`src/rtl/branch_resolve_queue_pkg.sv`:
```
// rtl/branch_resolve_queue_pkg.sv - shared state encodings and constants for the branch resolve queue
package branch_resolve_queue_pkg;

  typedef enum logic {
    BRQ_RUN   = 1'b0,
    BRQ_FLUSH = 1'b1
  } brq_state_e;

  localparam int BRQ_PC_INC = 4;

endpackage

```
`src/rtl/brq_storage.sv`:
```
// rtl/brq_storage.sv - DEPTH-entry {pc,target,predict} register file, one write port, async head read
module brq_storage #(
  parameter int DEPTH = 4,
  parameter int PC_W  = 32
) (
  input  logic                     clk,
  input  logic                     rst_n,
  input  logic                     i_wr_en,
  input  logic [$clog2(DEPTH)-1:0] i_wr_addr,
  input  logic [PC_W-1:0]          i_wr_pc,
  input  logic [PC_W-1:0]          i_wr_target,
  input  logic                     i_wr_predict,
  input  logic [$clog2(DEPTH)-1:0] i_rd_addr,
  output logic [PC_W-1:0]          o_rd_pc,
  output logic [PC_W-1:0]          o_rd_target,
  output logic                     o_rd_predict
);

  logic [PC_W-1:0] r_pc      [DEPTH];
  logic [PC_W-1:0] r_target  [DEPTH];
  logic            r_predict [DEPTH];

  always_ff @(posedge clk or negedge rst_n) begin
    if (!rst_n) begin
      for (int i = 0; i < DEPTH; i++) begin
        r_pc[i]      <= '0;
        r_target[i]  <= '0;
        r_predict[i] <= 1'b0;
      end
    end else if (i_wr_en) begin
      r_pc[i_wr_addr]      <= i_wr_pc;
      r_target[i_wr_addr]  <= i_wr_target;
      r_predict[i_wr_addr] <= i_wr_predict;
    end
  end

  assign o_rd_pc      = r_pc[i_rd_addr];
  assign o_rd_target  = r_target[i_rd_addr];
  assign o_rd_predict = r_predict[i_rd_addr];

endmodule

```
`src/rtl/branch_resolve_queue.sv`:
```
// rtl/branch_resolve_queue.sv - in-order queue of predicted branches; resolves head, drives predictor
// correction and fetch redirect, and flushes younger entries on a mispredict.
module branch_resolve_queue
  import branch_resolve_queue_pkg::*;
#(
  parameter int DEPTH = 4,
  parameter int PC_W  = 32
) (
  input  logic                   clk,
  input  logic                   reset,
  input  logic                   push_valid,
  input  logic [PC_W-1:0]        push_pc,
  input  logic [PC_W-1:0]        push_target,
  input  logic                   push_predict,
  output logic                   push_ready,
  input  logic                   resolve_valid,
  input  logic                   resolve_taken,
  input  logic [PC_W-1:0]        resolve_target,
  output logic                   update_valid,
  output logic                   correction,
  output logic                   mispredict,
  output logic [PC_W-1:0]        redirect_pc,
  output logic                   resolve_err,
  output logic [$clog2(DEPTH):0] count
);

  localparam int PW = $clog2(DEPTH);
  localparam int CW = PW + 1;

  brq_state_e      r_state;
  logic [PW-1:0]   r_wr_ptr, r_rd_ptr;
  logic [CW-1:0]   r_count;
  logic            r_update_valid, r_correction, r_mispredict, r_resolve_err;
  logic [PC_W-1:0] r_redirect_pc;

  logic [PC_W-1:0] w_head_pc, w_head_target;
  logic            w_head_predict;
  logic            w_res_acc, w_mis, w_push_acc;

  brq_storage #(.DEPTH(DEPTH), .PC_W(PC_W)) u_storage (
    .clk          (clk),
    .rst_n        (reset),
    .i_wr_en      (w_push_acc),
    .i_wr_addr    (r_wr_ptr),
    .i_wr_pc      (push_pc),
    .i_wr_target  (push_target),
    .i_wr_predict (push_predict),
    .i_rd_addr    (r_rd_ptr),
    .o_rd_pc      (w_head_pc),
    .o_rd_target  (w_head_target),
    .o_rd_predict (w_head_predict)
  );

  assign w_res_acc  = resolve_valid && (r_count != '0);
  assign w_mis      = w_res_acc && ((w_head_predict != resolve_taken) ||
                      (w_head_predict && resolve_taken && (w_head_target != resolve_target)));
  assign push_ready = (r_state == BRQ_RUN) && ((r_count < CW'(DEPTH)) || w_res_acc);
  // A push alongside a mispredicting resolve is wrong-path and never written.
  assign w_push_acc = push_valid && push_ready && !w_mis;

  always_ff @(posedge clk or negedge reset) begin
    if (!reset) begin
      r_state        <= BRQ_RUN;
      r_wr_ptr       <= '0;
      r_rd_ptr       <= '0;
      r_count        <= '0;
      r_update_valid <= 1'b0;
      r_correction   <= 1'b0;
      r_mispredict   <= 1'b0;
      r_resolve_err  <= 1'b0;
      r_redirect_pc  <= '0;
    end else begin
      r_update_valid <= w_res_acc;
      r_mispredict   <= w_mis;
      r_resolve_err  <= resolve_valid && (r_count == '0);
      if (w_res_acc) begin
        r_correction  <= resolve_taken;
        r_redirect_pc <= resolve_taken ? resolve_target : w_head_pc + PC_W'(BRQ_PC_INC);
      end
      if (w_mis) begin
        r_state  <= BRQ_FLUSH;
        r_rd_ptr <= r_rd_ptr + PW'(1);
        r_wr_ptr <= r_rd_ptr + PW'(1);
        r_count  <= '0;
      end else begin
        r_state  <= BRQ_RUN;
        r_rd_ptr <= r_rd_ptr + PW'(w_res_acc);
        r_wr_ptr <= r_wr_ptr + PW'(w_push_acc);
        r_count  <= r_count + CW'(w_push_acc) - CW'(w_res_acc);
      end
    end
  end

  assign update_valid = r_update_valid;
  assign correction   = r_correction;
  assign mispredict   = r_mispredict;
  assign redirect_pc  = r_redirect_pc;
  assign resolve_err  = r_resolve_err;
  assign count        = r_count;

endmodule

```
`config.mk`:
```
export PLATFORM = sky130hd
export DESIGN_NAME = branch_resolve_queue
export DESIGN_NICKNAME = d
export VERILOG_FILES = /design/src/rtl/branch_resolve_queue_pkg.sv /design/src/rtl/brq_storage.sv /design/src/rtl/branch_resolve_queue.sv
export SDC_FILE = /design/constraint.sdc
export NUM_CORES = 1
export LEC_CHECK = 0
export BUFFER_PORTS_ARGS = -buffer_cell sky130_fd_sc_hd__buf_2
export CAP_MARGIN = 20
export CORE_ASPECT_RATIO = 0.8
export CORE_MARGIN = 1
export CORE_UTILIZATION = 35
export DETAILED_ROUTE_END_ITERATION = 12
export GPL_ROUTABILITY_DRIVEN = 0
export PLACE_DENSITY = 0.62
export SYNTH_ARGS = -nofsm -noshare
export SYNTH_HDL_FRONTEND = slang
export SYNTH_SLANG_ARGS = --single-unit
```
`constraint.sdc`:
```
create_clock -name clk -period 6.7 [get_ports clk]
set_input_delay 1.005 -clock clk [delete_from_list [all_inputs] [get_ports clk]]
set_output_delay 1.005 -clock clk [all_outputs]
set_load 0.02 [all_outputs]
```
==> summary.md <==
The run finished with clean final reports. The largest single stage delay on the critical path is 0.90 ns. After clock tree synthesis, the repair step resized 0 gates. In the layout the commonest cells are sky130_fd_sc_hd__dfrtp_1 (301), sky130_fd_sc_hd__mux2_1 (200), sky130_fd_sc_hd__buf_2 (140). After detailed placement, the design holds a cell count of 1602. Across all hold checks on the routed design, the worst slack comes to 0.4723 ns.

The min-delay analysis places its worst path in the category reg -> reg. Based on the critical path, the design can be clocked at up to 218.9 MHz. The post-route non-filler standard cell count came out at 1662.

Number of warnings issued by yosys: 0. The net count of the finished layout is 1211. Number of antenna violations at the first check in global routing: 7. The critical path launch point type is a flop. The number of clock buffers inserted by TritonCTS is 34, and the total number of H-tree levels is 2. TritonCTS built the clock tree.

During placement, the flow inserted port buffers numbering 141. The most frequently used flop master after synthesis is sky130_fd_sc_hd__dfrtp_1. The post-synthesis cell type count is 40. The clock network burns 21.9% of the power. The required time reported for the critical path endpoint was 7.06 ns.

Dividing the detail-routed wire length by the instance count gives 21.86 um. Synthesis handed over a netlist of 971 instances. The number of nets produced by synthesis came out at 1080. The buffer cell driving the clock tree root was sky130_fd_sc_hd__clkbuf_16. The share of flip-flops with an asynchronous set or reset after synthesis came out at 100.0%. The signed area change from the synthesized netlist to the final layout is 15.97%.

The run gives 3638 as the number of fill cells in the layout. For the switching power total, the log shows 0.002954 W. Along the worst path, the maximum fanout reaches 36.

Entering global routing, the biggest net connects 134 pins. Summed over all cells, the static leakage comes to 7.065 nW. The arrival time at the worst endpoint came out at 4.93 ns.

The die span in y was 182.6 um. The power density over the cells is 517.9 nW/um^2. In the final layout, the share of cells above drive strength 1 is 30.11%. Detail-routed via count per cell: 5.191. The number of global-route vias before repair is 8871, and the final sum of negative setup slack is 0 ns. For the total standard cell area after synthesis, the log shows 14260 um^2. The path type of the worst setup path is reg -> reg. For the global-route total usage across every layer, the log shows 18.13%. The signal on the critical path passes through buf_4, mux4_2, xnor2_1, nand4_1, nor2_1, nand3_2, nand2_1, nand3_1, ha_1, inv_1, ha_1, inv_1, fa_1, xor2_1, xnor2_1, a21oi_1. Once detail routing completed, the nets flagged for antenna violations numbered 0. The net switching share of the total power came out at 34.49%. Final wirelength: 36340 um. The die is 227.7 um wide. For the detailed-route via count, the log shows 8628.

Setup violations remaining at the end of the flow were counted as 0. After clock tree synthesis, the flow added hold-fix buffers numbering 0. The final number of hold-violating endpoints is 0. The clock-pin slew on the worst setup and hold paths came out at 0.06 ns. Counting along the longest clock path gives a buffer depth of 3. The number of remaining DRC errors was 0; the flip-flop and latch count after synthesis was 303. The HPWL after detailed placement is 25010 um. The run gives 53.16% as the part of the Yosys area used for sequential elements.

Most common cell after layout, fill and taps aside: sky130_fd_sc_hd__dfrtp_1. The worst-case IR drop observed on VDD is 0.2139 mV. The largest clock skew in the final design came out at 0.01455 ns. In this run the tightest slew margin relative to its limit is 30.01%.

After synthesis, the mean cell area works out to 14.69 um^2. Before antenna repair, the detailed router went through 4 iterations. The die covers 41570 um^2. Pin placement for this block handled 142 I/O pins. The max-cap violation count came out at 0.

In this run, the combinational gates consume 39.4% of the power. The sequential fraction of design power came out at 38.7%. The initial core utilization was 35.86%. The logs give 56480 um for the global-route wire length before repair and 0 for the total congestion overflow.

The number of clock sinks seen by CTS is 303, and the post-CTS setup buffer count is 0. After layout, the worst path uses 68.19% of the clock period. The number of diodes came out at 0. Setup repair after global routing left no endpoint under its margin. Standard-cell row count: 65. The clock insertion delay at the later pin of the skew report was 0.52 ns. The core region is 39770 um^2. The max-slew violation total from the final report was 0.

The first-iteration detailed-routing DRC count is 565, and the number of enable-type register cells in the synthesized netlist is 0. STA classifies the critical path endpoint as a flop. At the pin with the least slew margin, the transition time is 1.046 ns. The internal power of the cells was 0.005612 W; the final period demand of the worst path was 4.569 ns. In this run the cell area measured after placement is 15410 um^2. Measured on the finished design, the core utilization comes to 41.59%. For the post-route standard cell area excluding fillers, the log shows 16540 um^2.

The slowest stage of the critical path is the sky130_fd_sc_hd__dfrtp_4 cell.
[cell families after synthesis]
kind of cell    synth area share (%)
xor+xnor                       3.992
fa+ha+maj                     0.6667
buf+inv                        3.386
compound gates                 2.044
mux                            32.26
simple gates                   4.492
flops                          53.16
[metrics by stage]
step,setup WS (ns),total power (W)
after floorplan,2.190,0.005732
after global placement,2.031,0.006639
after detailed placement,1.966,0.006739
after CTS,2.066,0.008662
after global routing,1.729,0.009107
final,2.131,0.008567
[routing by layer]
metal  share of wire, %  track usage (%)  up-vias
met2                 46            27.43      211
met5               0.22                0        -
li1                   -                -     3812
met3                6.0            4.363       59
met4                1.8            4.456       12
met1                 46            26.04     4534
[cells in the mapped netlist (7+ instances only)]
library cell | number | area share (%)
sky130_fd_sc_hd__mux2_1 | 200 | 16
sky130_fd_sc_hd__nor2_1 | 18 | 0.47
sky130_fd_sc_hd__buf_2 | 8 | 0.28
sky130_fd_sc_hd__buf_6 | 25 | 2.0
sky130_fd_sc_hd__nor3_1 | 9 | 0.32
sky130_fd_sc_hd__mux4_2 | 64 | 10
sky130_fd_sc_hd__nand2_1 | 47 | 1.2
sky130_fd_sc_hd__o21ai_0 | 31 | 1.1
sky130_fd_sc_hd__a21oi_1 | 10 | 0.35
sky130_fd_sc_hd__nand4_1 | 15 | 0.66
sky130_fd_sc_hd__clkbuf_1 | 15 | 0.39
sky130_fd_sc_hd__xor2_1 | 22 | 1.4
sky130_fd_sc_hd__buf_4 | 7 | 0.37
sky130_fd_sc_hd__mux2i_1 | 22 | 1.5
sky130_fd_sc_hd__inv_1 | 10 | 0.26
sky130_fd_sc_hd__mux2_2 | 61 | 4.8
sky130_fd_sc_hd__xnor2_1 | 43 | 2.6
sky130_fd_sc_hd__nand3_1 | 13 | 0.46
sky130_fd_sc_hd__dfrtp_1 | 303 | 53
[path summary, 6_finish.rpt]
| path | end | slack [ns] | start | cells past startpoint |
|---|---|---|---|---|
| setup / recovery | count[2] | 2.13 | r_rd_ptr[0] | 16 |
| hold / removal | redirect_pc[29] | 0.47 | redirect_pc[29] | 2 |
| setup reg to reg | count[2] | 2.13 | r_rd_ptr[0] | 16 |
| hold reg to reg | redirect_pc[29] | 0.47 | redirect_pc[29] | 2 |
| max in group asynchronous | u_storage.r_target[21] | 4.94 | reset | 2 |
| min in group asynchronous | u_storage.r_pc[120] | 0.54 | reset | 1 |
[area by class of cell]
cell class | instances | area, um^2 | share of cell area (%)
Timing Repair Buffer | 153 | 868.3 | 5.250
Clock inverter | 7 | 85.08 | 0.5144
Clock buffer | 53 | 1046 | 6.324
Multi-Input combinational cell | 599 | 6241 | 37.73
Inverter | 11 | 41.29 | 0.2496
Sequential cell | 303 | 7587 | 45.87
Tap cell | 536 | 670.6 | 4.055
[worst max-delay path: cells and delay by family (launching register included)]
family | cells | cell delay, ns
xor gates and xnor gates | 3 | 0.47
AOI/OAI and AO/OA | 1 | 0.06
DFF | 1 | 0.90
and+or+nand+nor | 5 | 1.09
adders and majority gates | 3 | 0.80
muxes | 1 | 0.54
buffers and inverters | 3 | 0.49
[power by group through the flow]
stage / logic, W / clock network (W) / registers [W]
finish: 0.00337 / 0.00188 / 0.00331
global route: 0.00366 / 0.00201 / 0.00343
CTS: 0.00342 / 0.00193 / 0.00331
detailed placement: 0.00340 / 0 / 0.00334
global placement: 0.00334 / 0 / 0.00330
floorplan: 0.00253 / 0 / 0.00320
[state kept, by name (all words and copies together), names as in the netlist]
| register | count |
|---|---|
| resolve_err | 1 |
| u_storage.r_target | 128 |
| mispredict | 1 |
| u_storage.r_predict | 4 |
| update_valid | 1 |
| r_wr_ptr | 2 |
| correction | 1 |
| redirect_pc | 32 |
| u_storage.r_pc | 128 |
| r_rd_ptr | 2 |
| count | 3 |
Power figures use the tool's default switching activity.
